<file path="config.mk">
export PLATFORM = sky130hd
export DESIGN_NAME = room_loader
export DESIGN_NICKNAME = d
export VERILOG_FILES = /design/src/rtl/room_loader_pkg.sv /design/src/rtl/room_loader_byte_packer.sv /design/src/rtl/room_loader.sv
export SDC_FILE = /design/constraint.sdc
export NUM_CORES = 1
export LEC_CHECK = 0
export CAP_MARGIN = 20
export CORE_ASPECT_RATIO = 0.8
export CORE_MARGIN = 8
export CORE_UTILIZATION = 53
export DETAILED_ROUTE_END_ITERATION = 10
export GPL_ROUTABILITY_DRIVEN = 0
export HOLD_SLACK_MARGIN = 0.05
export PLACE_DENSITY_LB_ADDON = 0.05
export SLEW_MARGIN = 30
export SYNTH_ARGS = -nofsm -noshare
export SYNTH_HDL_FRONTEND = slang
export SYNTH_SLANG_ARGS = --single-unit
</file>
<file path="constraint.sdc">
create_clock -name clk -period 5.5 [get_ports clk]
set_clock_uncertainty 0.1 [all_clocks]
set_input_delay 1.1 -clock clk [delete_from_list [all_inputs] [get_ports clk]]
set_output_delay 1.1 -clock clk [all_outputs]
set_load 0.01 [all_outputs]
</file>
<file path="src/rtl/room_loader_pkg.sv">
// rtl/room_loader_pkg.sv - shared types and helpers for the room image loader
package room_loader_pkg;

  localparam int CFG_ADDR_WIDTH = 32;
  localparam int CFG_DATA_WIDTH = 32;

  typedef enum logic [2:0] {
    ST_IDLE,
    ST_COLLECT,
    ST_WR,
    ST_RD,
    ST_DONE
  } state_t;

  function automatic int tmo_width(input int timeout);
    return $clog2(timeout + 1);
  endfunction

  // Byte-enable pattern for a word holding n bytes, filled from lane 0 upward.
  function automatic logic [3:0] lane_mask(input logic [2:0] n);
    case (n)
      3'd1:    lane_mask = 4'b0001;
      3'd2:    lane_mask = 4'b0011;
      3'd3:    lane_mask = 4'b0111;
      3'd4:    lane_mask = 4'b1111;
      default: lane_mask = 4'b0000;
    endcase
  endfunction

endpackage

</file>
<file path="src/rtl/room_loader_byte_packer.sv">
// rtl/room_loader_byte_packer.sv - packs a byte stream little-endian into one 32-bit word
module byte_packer
  import room_loader_pkg::*;
(
  input  logic        clk,
  input  logic        rst,
  input  logic        clear,
  input  logic        push,
  input  logic [7:0]  din,
  output logic [31:0] data,
  output logic [3:0]  mask,
  output logic        full_next
);

  logic [2:0] count;

  // Unfilled lanes stay zero so a short final word carries no stale bytes.
  always_ff @(posedge clk) begin
    if (rst || clear) begin
      count <= 3'd0;
      data  <= 32'd0;
    end else if (push && count != 3'd4) begin
      data[{count[1:0], 3'b000} +: 8] <= din;
      count <= count + 3'd1;
    end
  end

  assign mask      = lane_mask(count);
  assign full_next = (count == 3'd3);

endmodule

</file>
<file path="src/rtl/room_loader.sv">
// rtl/room_loader.sv - writes a byte-stream image into room word by word, with optional read-back compare
module room_loader
  import room_loader_pkg::*;
#(
  parameter int AW      = CFG_ADDR_WIDTH,
  parameter int DW      = CFG_DATA_WIDTH,
  parameter int TIMEOUT = 64
) (
  input  logic            clk,
  input  logic            rst,
  input  logic            i_start,
  input  logic [AW-1:0]   i_base,
  input  logic [AW-1:0]   i_len,
  input  logic            i_verify,
  input  logic            s_valid,
  input  logic [7:0]      s_data,
  output logic            s_ready,
  output logic            o_cmd_valid,
  output logic [AW-1:0]   o_cmd_addr,
  output logic            o_cmd_read,
  output logic [DW-1:0]   o_cmd_wdata,
  output logic [DW/8-1:0] o_cmd_wmask,
  input  logic            i_rsp_valid,
  input  logic            i_rsp_err,
  input  logic [DW-1:0]   i_rsp_rdata,
  output logic            o_busy,
  output logic            o_done,
  output logic            o_timeout,
  output logic [7:0]      o_err_cnt,
  output logic [7:0]      o_mis_cnt
);

  localparam int TW = tmo_width(TIMEOUT);

  state_t        state;
  logic [AW-1:0] len_q;
  logic [AW-1:0] bytes_acc;
  logic          verify_q;
  logic [TW-1:0] tmo_cnt;

  logic          pk_clear;
  logic          pk_push;
  logic [31:0]   pk_data;
  logic [3:0]    pk_mask;
  logic          pk_full_next;
  logic [31:0]   byte_bits;

  logic start_ok;
  logic last_byte;
  logic word_end;
  logic more;
  logic mismatch;

  assign s_ready   = (state == ST_COLLECT);
  assign pk_push   = s_ready & s_valid;
  assign start_ok  = i_start & ((state == ST_IDLE) | (state == ST_DONE));
  assign last_byte = ((bytes_acc + AW'(1)) == len_q);
  assign more      = (bytes_acc != len_q);
  // A word is finished by its write response, or by its read response when verifying.
  assign word_end  = i_rsp_valid & (((state == ST_WR) & ~verify_q) | (state == ST_RD));
  assign pk_clear  = start_ok | (word_end & more);

  byte_packer u_packer (
    .clk       (clk),
    .rst       (rst),
    .clear     (pk_clear),
    .push      (pk_push),
    .din       (s_data),
    .data      (pk_data),
    .mask      (pk_mask),
    .full_next (pk_full_next)
  );

  always_comb begin
    byte_bits = '0;
    for (int i = 0; i < 4; i++) byte_bits[8*i +: 8] = {8{pk_mask[i]}};
  end

  assign mismatch    = |((i_rsp_rdata ^ pk_data) & byte_bits);
  assign o_cmd_wdata = pk_data;
  assign o_cmd_wmask = (state == ST_WR) ? pk_mask : '0;

  always_ff @(posedge clk) begin
    if (rst) begin
      state       <= ST_IDLE;
      len_q       <= '0;
      bytes_acc   <= '0;
      verify_q    <= 1'b0;
      tmo_cnt     <= '0;
      o_cmd_valid <= 1'b0;
      o_cmd_read  <= 1'b0;
      o_cmd_addr  <= '0;
      o_busy      <= 1'b0;
      o_done      <= 1'b0;
      o_timeout   <= 1'b0;
      o_err_cnt   <= 8'd0;
      o_mis_cnt   <= 8'd0;
    end else begin
      case (state)
        ST_IDLE, ST_DONE: begin
          if (i_start) begin
            len_q      <= i_len;
            verify_q   <= i_verify;
            o_cmd_addr <= i_base & ~AW'(3);
            bytes_acc  <= '0;
            o_err_cnt  <= 8'd0;
            o_mis_cnt  <= 8'd0;
            o_timeout  <= 1'b0;
            if (i_len == '0) begin
              state  <= ST_DONE;
              o_done <= 1'b1;
              o_busy <= 1'b0;
            end else begin
              state  <= ST_COLLECT;
              o_done <= 1'b0;
              o_busy <= 1'b1;
            end
          end
        end
        ST_COLLECT: begin
          if (pk_push) begin
            bytes_acc <= bytes_acc + AW'(1);
            if (pk_full_next || last_byte) begin
              state       <= ST_WR;
              o_cmd_valid <= 1'b1;
              o_cmd_read  <= 1'b0;
              tmo_cnt     <= '0;
            end
          end
        end
        ST_WR, ST_RD: begin
          if (i_rsp_valid) begin
            if (i_rsp_err) begin
              if (o_err_cnt != 8'hFF) o_err_cnt <= o_err_cnt + 8'd1;
            end else if (state == ST_RD && mismatch) begin
              if (o_mis_cnt != 8'hFF) o_mis_cnt <= o_mis_cnt + 8'd1;
            end
            if (state == ST_WR && verify_q) begin
              state      <= ST_RD;
              o_cmd_read <= 1'b1;
              tmo_cnt    <= '0;
            end
          end else if (tmo_cnt == TW'(TIMEOUT - 1)) begin
            state       <= ST_DONE;
            o_cmd_valid <= 1'b0;
            o_timeout   <= 1'b1;
            o_done      <= 1'b1;
            o_busy      <= 1'b0;
          end else begin
            tmo_cnt <= tmo_cnt + TW'(1);
          end
        end
        default: state <= ST_IDLE;
      endcase

      // Word retirement overrides the per-state updates above.
      if (word_end) begin
        o_cmd_valid <= 1'b0;
        if (more) begin
          state      <= ST_COLLECT;
          o_cmd_addr <= o_cmd_addr + AW'(4);
        end else begin
          state  <= ST_DONE;
          o_done <= 1'b1;
          o_busy <= 1'b0;
        end
      end
    end
  end

endmodule

</file>
==> impl_results.md, run 1 <==
- Data required time of the critical path: 4300 ps
- Die Height: 132 um
- Power Density: 330 mW/mm^2
- Total wirelength of the detailed-routed design: 27.6 mm
- Yosys warning count: 0
- Clock transition at the registers of the reported paths: 70 ps
- Arrival time worst endpoint: 2600 ps
- Post-synthesis instance total: 1160
- Total Routing Usage GR: 0.253
- Kind of launch point of the worst setup path: register
- Crit path max-delay cell type: sky130_fd_sc_hd__nor2b_1
- Peak fanout along the critical path: 8
- Top delay family on crit path: simple AND/OR/NAND/NOR gates
- Buffers added on ports: 198
- Mapped Area: 0.00890 mm^2
- Time the worst path needs with I/O delays and setup: 3800 ps
- Antenna diodes: 0
- Fraction of registers with async set or reset after synthesis: 0
- Worst path buffer plus inverter count: 1
- Netlist cell types: 67
- Result of the run: completed
- Depth of the CTS H-tree: 4
- Number of enable flip-flop cells after synthesis: 0
- Worst R2R Start: bytes_acc[8]
- Worst slew pin tran: 986 ps
- Total grt overflow: 0
- Wire length of the first global-routing pass: 44.8 mm
- Flop and latch count out of synthesis: 163
- Iter 0 DRT Violations: 709
- Worst hold margin: approximately 360 ps
- Cell leakage power: slightly above 4 nW
- Hold Vio Cnt, Final: 0
- Count of pins on the block boundary: 201
- Net count after synthesis: 1283
- Longest Clk Path Bufs: 2
- Post-DP HPWL: 20.2 mm
- Starting Density: 0.539
- Path class of the lowest-slack min-delay path: reg2reg
- Later-pin clock latency in the skew report: 440 ps
- Vias after detailed routing: 9115
- Relative slew margins: 0.341
- Most common library cell in the layout ignoring fill and taps: sky130_fd_sc_hd__clkdlybuf4s50_1
- Setup repair after global routing missed its margin: no
- Placeable Area: 0.0165 mm^2
- Initial antenna violation count: 0
- Cells along the critical path: nor2b_1 -> nand2b_1 -> a21oi_1 -> clkdlybuf4s50_1
- Worst setup EP type: output port
- Largest vdd supply drop: 0.196 mV
- Die width: roughly 160 um
- Average wire length per cell after detail routing: about 18 um
- Avg Synthesized Cell Area: between 7 and 8 um^2
- Sequential area share after synthesis: 0.367
- Period Utilization, post-route: 0.690
- Number of iterations in the first detailed-routing pass: 5
- Row count: 42
- Post-CTS setup buffers: 0
- # nets final: 1445
- Crit path largest cell delay: 670 ps
- Launching element of the worst setup path: state[1]
- Final setup TNS: 0 ps
- Number of buffers created by CTS: 17
- Count of endpoints failing setup in the final report: 0
- Fin. max-slew vios: 0
- Leading register cell type out of synthesis: sky130_fd_sc_hd__dfxtp_1
- Maximum clock frequency: 263 MHz
- Floorplan die area: 0.0212 mm^2
- Kind of critical path: reg2out
- Maximum number of pins on one net before global-route repair: 57
- Number of sinks driven by the clock tree: 163
- CTS Hold Buffers Added: 0
- Fraction of layout instances using a drive strength above 1: 0.0480
- Number of nets with antenna violations after detailed routing: 0
- Clock tree from TritonCTS: yes
- Most used cells in the layout excluding fill and tap cells: sky130_fd_sc_hd__clkdlybuf4s50_1, sky130_fd_sc_hd__nand2_1, sky130_fd_sc_hd__dfxtp_1, sky130_fd_sc_hd__a21oi_1, sky130_fd_sc_hd__nor2_1
- Max-cap check violation count: 0
- Clock tree root buffer cell: sky130_fd_sc_hd__clkbuf_16
- Hold path start: tmo_cnt[6]
- Vias per inst: 5.87
- Number of DRC violations after detailed routing: 0
- Signed area change from the synthesized netlist to the final layout: 29.9%
- Post-cts resize count: 0
- Number of global-route vias before repair: slightly below 9000
## per-stage QoR
| stage | instance area (um^2) | std cells | worst slack, ps | total power [mW] | util |
|---|---|---|---|---|---|
| final | 11600 | 1554 | 1700 | 3.82 | 0.701 |
| after global placement | 11000 | 1523 | 1540 | 2.59 | 0.665 |
| after CTS | 11600 | 1554 | 1750 | 3.81 | 0.701 |
| after global routing | 11600 | 1554 | 1570 | 4.01 | 0.701 |
| after floorplan | 8900 | 1160 | 2550 | 2.15 | - |
| after detailed placement | 11000 | 1523 | 1490 | 2.61 | 0.665 |
## cells by family (layout without fill, tap and decap cells)
group                      after synthesis  count (layout)  share of synthesized area
and+or+nand+nor                        555             555                      0.311
AOI/OAI and AO/OA                      243             243                      0.162
DFF                                    163             163                      0.367
xor gates and xnor gates               103             103                      0.101
buffers and inverters                   79             253                     0.0354
adders and majority gates               12              12                     0.0169
muxes                                    5               5                    0.00605
## worst min-delay path: stages (launching register included)
cell,delay [ps]
sky130_fd_sc_hd__dfxtp_1,310
sky130_fd_sc_hd__nand2b_1,60
sky130_fd_sc_hd__a21oi_1,40
## synth_stat cells, drive strengths merged (11+ instances only)
master  count  area [um^2]
clkbuf     44          166
xor2       59          517
nor4       28          181
and2       11         68.8
nand2     178          668
nand3      62          315
a21oi     124          621
and4       12          105
o21ai      44          220
nor2      116          435
inv        15         56.3
ha         12          150
a221oi     14          123
buf        20         92.6
xnor2      44          385
nor3       30          155
and3       27          169
a31oi      13         81.3
nand4      29          209
nor3b      17          128
dfxtp     163         3260
## where the power goes
group | leakage [nW] | internal [mW] | switching [mW]
clock | 0.274 | 0.686 | 0.523
sequential | 1.32 | 1.30 | 0.143
combinational | 2.48 | 0.476 | 0.690
## final timing paths
check	to	slack (ps)	cells after the start
hold / removal	tmo_cnt[6]	360	2
setup reg to reg	o_cmd_addr[19]	1970	10
hold reg to reg	tmo_cnt[6]	360	2
setup / recovery	o_cmd_wmask[2]	1700	4
## final cells by class
cell class / count / area (um^2)
multi-input combinational: 918 / 5330
fill: 1406 / 4940
sequential: 163 / 3260
timing repair buffer: 207 / 2050
clock buffer: 18 / 439
tap: 220 / 275
clock inverter: 13 / 153
inverter: 15 / 56.3
## state kept, by name, indices dropped and copies added, names as in the netlist
signal          count
o_busy              1
o_cmd_addr         32
o_done              1
o_cmd_read          1
state               3
tmo_cnt             7
verify_q            1
u_packer.data      32
u_packer.count      3
o_timeout           1
o_err_cnt           8
len_q              32
o_cmd_valid         1
o_mis_cnt           8
bytes_acc          32
## per-layer routing
| layer | up-vias | global-route usage | part of all wire |
|---|---|---|---|
| met5 | - | 0 | 0 |
| met4 | 0 | 0.0801 | 0.021 |
| met3 | 53 | 0.0783 | 0.075 |
| met2 | 337 | 0.385 | 0.45 |
| met1 | 4275 | 0.335 | 0.45 |
| li1 | 4450 | - | - |
Note: power is estimated with default switching activity, not from simulation.
==> run 2: changes to the inputs <==
--- a/config.mk
+++ b/config.mk
@@ -8,7 +8,7 @@
 export CAP_MARGIN = 20
 export CORE_ASPECT_RATIO = 0.8
 export CORE_MARGIN = 8
-export CORE_UTILIZATION = 53
+export CORE_UTILIZATION = 46
 export DETAILED_ROUTE_END_ITERATION = 10
 export GPL_ROUTABILITY_DRIVEN = 0
 export HOLD_SLACK_MARGIN = 0.05
==> constraint.sdc (replaced) <==
create_clock -name clk -period 3.15 [get_ports clk]
set_clock_uncertainty 0.1 [all_clocks]
set_input_delay 0.63 -clock clk [delete_from_list [all_inputs] [get_ports clk]]
set_output_delay 0.63 -clock clk [all_outputs]
set_load 0.01 [all_outputs]
==> impl_results.md, run 2 (synthesis results as in run 1) <==
- Starting Density: 0.469 (-0.0703)
- Fraction of layout instances using a drive strength above 1: 0.0961 (+0.0482)
- Maximum clock frequency: 334 MHz
- Count of endpoints failing setup in the final report: 0 (unchanged)
- Floorplan die area: 0.0241 mm^2 (+13%)
- Worst R2R Start: bytes_acc[10]
- Total Routing Usage GR: 0.228 (-0.0250)
- Wire length of the first global-routing pass: 44.5 mm (-0.63%)
- Buffers added on ports: 198 (unchanged)
- Number of buffers created by CTS: 17 (unchanged)
- Hold path start: tmo_cnt[6]
- Time the worst path needs with I/O delays and setup: roughly 3000 ps
- Number of iterations in the first detailed-routing pass: 5 (unchanged)
- Placeable Area: 0.0190 mm^2 (+15%)
- Post-DP HPWL: 21.0 mm (+4.2%)
- Worst slew pin tran: 878 ps (-108 ps)
- Number of nets with antenna violations after detailed routing: 0 (unchanged)
- Total Power Consumption: 6.86 mW (+80%)
- Worst setup slack for register-to-register paths: 170 ps (-1800 ps)
- Clock tree from TritonCTS: yes
- Die Height: 140 um (+6.4%)
- Number of DRC violations after detailed routing: 0 (unchanged)
- Max-cap check violation count: 0 (unchanged)
- R2R Path End: o_cmd_addr[19]
- Total wirelength of the detailed-routed design: 28.0 mm (+1.4%)
- Clock transition at the registers of the reported paths: 60 ps (about the same)
- Initial antenna violation count: 0 (unchanged)
- Average wire length per cell after detail routing: 16.9 um (-4.6%)
- Peak fanout along the critical path: 8 (unchanged)
- Path class of the lowest-slack min-delay path: reg2reg
- Worst hold path stage count: 2 (unchanged)
- Finished Cell Area: 0.0121 mm^2 (+4.8%)
- WHS Endpoint: tmo_cnt[6]
- Most common library cell in the layout ignoring fill and taps: sky130_fd_sc_hd__clkdlybuf4s50_1
- Number of sinks driven by the clock tree: 163 (unchanged)
- Arrival time worst endpoint: 2270 ps (-330 ps)
- Data required time of the critical path: 2420 ps (-1880 ps)
- R2R depth: 11 (+1)
- Fin. max-slew vios: 0 (unchanged)
- Number of global-route vias before repair: 8598 (-1.1%)
- Period Utilization, post-route: 0.951
- Most used cells in the layout excluding fill and tap cells: sky130_fd_sc_hd__clkdlybuf4s50_1, sky130_fd_sc_hd__nand2_1, sky130_fd_sc_hd__dfxtp_1, sky130_fd_sc_hd__a21oi_1, sky130_fd_sc_hd__nor2_1
- Longest Clk Path Bufs: 2 (unchanged)
- Later-pin clock latency in the skew report: 430 ps (about the same)
- Power Density: 566 mW/mm^2 (+71%)
- Row count: 45 (+7.1%)
- Iter 0 DRT Violations: 571 (-19%)
- Standard cell area after detailed placement: 0.0115 mm^2 (+4.5%)
- Antenna diodes: 0 (unchanged)
- Clock tree root buffer cell: sky130_fd_sc_hd__clkbuf_16
- Die width: 171 um (+6.6%)
- Vias per inst: 5.48 (-6.5%)
- Signed area change from the synthesized netlist to the final layout: 36.2%
- Depth of the CTS H-tree: 4 (unchanged)
- Result of the run: completed
- Cell leakage power: 4.41 nW (+8.2%)
- Count of pins on the block boundary: 201 (unchanged)
- Largest vdd supply drop: 0.335 mV (+71%)
- Fill count: 1724 (+23%)
- Setup repair after global routing missed its margin: no
- Launching element of the worst setup path: u_packer.count[0]
- Relative slew margins: 0.414 (+0.0725)
- Kind of launch point of the worst setup path: register
- Total grt overflow: 0 (unchanged)
- Vias after detailed routing: 9059 (-0.61%)
- # nets final: 1504 (+4.1%)
- Maximum number of pins on one net before global-route repair: 83 (+46%)
- Kind of critical path: reg2out
- Hold Vio Cnt, Final: 0 (unchanged)
- Worst setup EP type: output port
- Worst hold margin: 354 ps (-3.00 ps)
[run 2: layout make-up]
class	instances	area [um^2]	share of cell area
clock buffers	18	439	0.0362
repair buffers	266	2500	0.206
clock inverters	14	173	0.0142
inverters	15	56.3	0.00465
flip-flops and latches	163	3270	0.270
well taps	258	323	0.0266
multi-input cells	918	5360	0.442
[run 2: worst max path at each step]
| stage | endpoint | slack, ps | cells past startpoint |
|---|---|---|---|
| floorplan | o_cmd_addr[28] | 370 | 10 |
| global placement | o_mis_cnt[7] | -130 | 11 |
| detailed placement | o_mis_cnt[7] | -50 | 11 |
| CTS | o_cmd_wmask[0] | 40 | 6 |
| global route | tmo_cnt[5] | 3 | 9 |
| finish | o_cmd_wmask[0] | 150 | 6 |
[run 2: critical path, stage by stage (launching register included)]
cell,delay [ps]
sky130_fd_sc_hd__dfxtp_1,390
sky130_fd_sc_hd__inv_1,180
sky130_fd_sc_hd__ha_2,270
sky130_fd_sc_hd__nand2_2,130
sky130_fd_sc_hd__o21a_1,170
sky130_fd_sc_hd__a21oi_1,120
sky130_fd_sc_hd__clkdlybuf4s50_1,570
[run 2: metrics by stage]
| step | setup slack [ps] | setup TNS, ps | instances | util |
|---|---|---|---|---|
| 6_report | 154 | 0 | 1652 | 0.639 |
| 5_1_grt | 2.97 | 0 | 1652 | 0.639 |
| 3_3_place_gp | -133 | -718 | 1619 | 0.604 |
| 4_1_cts | 37.7 | 0 | 1651 | 0.636 |
| 2_1_floorplan | 374 | 0 | 1160 | - |
| 3_5_place_dp | -45.2 | -145 | 1619 | 0.604 |
[run 2: report_power, final]
part / total (mW) / switching [mW] / internal [mW]
sequential: 2.50 / 0.231 / 2.27
combinational: 2.17 / 1.24 / 0.927
clock: 2.19 / 0.910 / 1.28
[run 2: repair_timing]
item,in CTS,in global routing
resized for setup,0,13
setup endpoints to repair,0,68
hold buffers,0,0
buffers inserted,0,1
[run 2: layer usage]
layer | part of all wire | wire length [um] | GRT usage | vias up
met5 | 0 | 0 | 0 | -
met4 | 0.019 | 529 | 0.0813 | 0
met3 | 0.072 | 2020 | 0.0517 | 39
met2 | 0.45 | 12600 | 0.354 | 274
met1 | 0.46 | 12800 | 0.304 | 4181
li1 | - | - | - | 4565
==> patch: new RTL, config.mk and constraints of run 1 <==
The 5 states of `state_t` get a one-hot encoding in 5 bits.
--- a/src/rtl/room_loader_pkg.sv
+++ b/src/rtl/room_loader_pkg.sv
@@ -6,8 +6,8 @@
 
-  typedef enum logic [2:0] {
-    ST_IDLE,
-    ST_COLLECT,
-    ST_WR,
-    ST_RD,
-    ST_DONE
+  typedef enum logic [4:0] {
+    ST_IDLE    = 5'b00001,
+    ST_COLLECT = 5'b00010,
+    ST_WR      = 5'b00100,
+    ST_RD      = 5'b01000,
+    ST_DONE    = 5'b10000
   } state_t;
Check against the original RTL: same outputs for any inputs over 4 cycles, from zero or initial values and one cycle with rst high; so few cycles prove little.
==> patch against run 1 <==
- synthesized area rose by 1.8%
- count of clock-buffer cells in the layout did not move
- cell area rose by 1.4%
- cell count grew 1.6%
- wire length up 4.6%
- total power is 1.3% higher
- critical path type is now register to register
- sequential cell count grew 2
- setup slack better by 0.11 ns
- maximum frequency rose by 2.9%
==> patch: results (changes against run 1) <==
Cells and area
  • FF+latch area: 3300 um2 (+1.2%)
  • Non-clk buf share: 17.5% (-0.18 points)
  • Fraction of area in multi-input gates: 46.2% (+0.13 points)
  • Clock-cell share of area: 5.15% (+0.027 points)
  • Non-clk invs: 18 (+3)
  • Seq Cell Count: 165 (+1.2%)

Status
  • Outcome: finished clean

STA
  • Min Hold Slack: 0.358 ns (+0.00115 ns)
  • Worst Tran Pin Value: 0.954 ns (-0.0319 ns)

Worst setup path
  • Critical path class: register to register
  • RR Endpoint: tmo_cnt[5]$_SDFFE_PP0P_
  • Worst-path maximum fanout: 9 (+1)
  • CP max stage delay: 0.54 ns (-0.13 ns)

Synthesis
  • Synth area leaders: dfxtp_1 (36%), nand2_1 (7.8%), a21oi_1 (7.0%)
  • Top cells by count, synth: nand2_1 (188), dfxtp_1 (165), a21oi_1 (126), nor2_1 (103), nand3_1 (69)
  • Net Count, Synth: 1310 (+2.1%)
  • Syn avg cell area: 7.63 um2 (-0.53%)

Placement
  • Final HPWL DP: 20.8 mm (+2.9%)

Drt
  • Max layer used: met5
  • DR WL met2: 12.9 mm (+3.0%)
  • WL met1: 12.9 mm (+3.5%)
  • DR WL/cell: 18.3 um (+3.0%)
  • Via density: 5.91 (+0.77%)

Global routing
  • GRT Total Usage: 26.1% (+0.79 points)
  • Met2 Use GR: 39.9% (+1.4 points)

Worst hold path
  • Hold path cells: 1 (-1)
patch: metrics by stage:
| step | setup slack [ns] | total power, mW |
|---|---|---|
| final | 1.81 | 3.87 |
| after global routing | 1.42 | 4.06 |
| after CTS | 1.83 | 3.86 |
| after detailed placement | 1.38 | 2.63 |
| after global placement | 1.49 | 2.62 |
| after floorplan | 2.44 | 2.17 |
patch: logic make-up after synthesis:
kind of cell / count (synthesis) / synth area share [%]
adder cells (fa/ha/maj): 12 / 1.66
AND/OR/NAND/NOR: 553 / 30.0
flip-flops: 165 / 36.5
multiplexers: 7 / 0.774
buffers and inverters: 86 / 3.81
AO/OA/AOI/OAI: 263 / 17.5
XOR/XNOR: 101 / 9.77
patch: worst register-to-register path: stages (launching register included):
cell and delay (ns):
dfxtp_1 0.54, ha_1 0.34, nand3_1 0.30, nor2_1 0.49, nand2_1 0.26, or3_1 0.42, a21oi_1 0.19, nand4_1 0.23
or3_1 0.42, nand2_2 0.13, a311oi_1 0.11
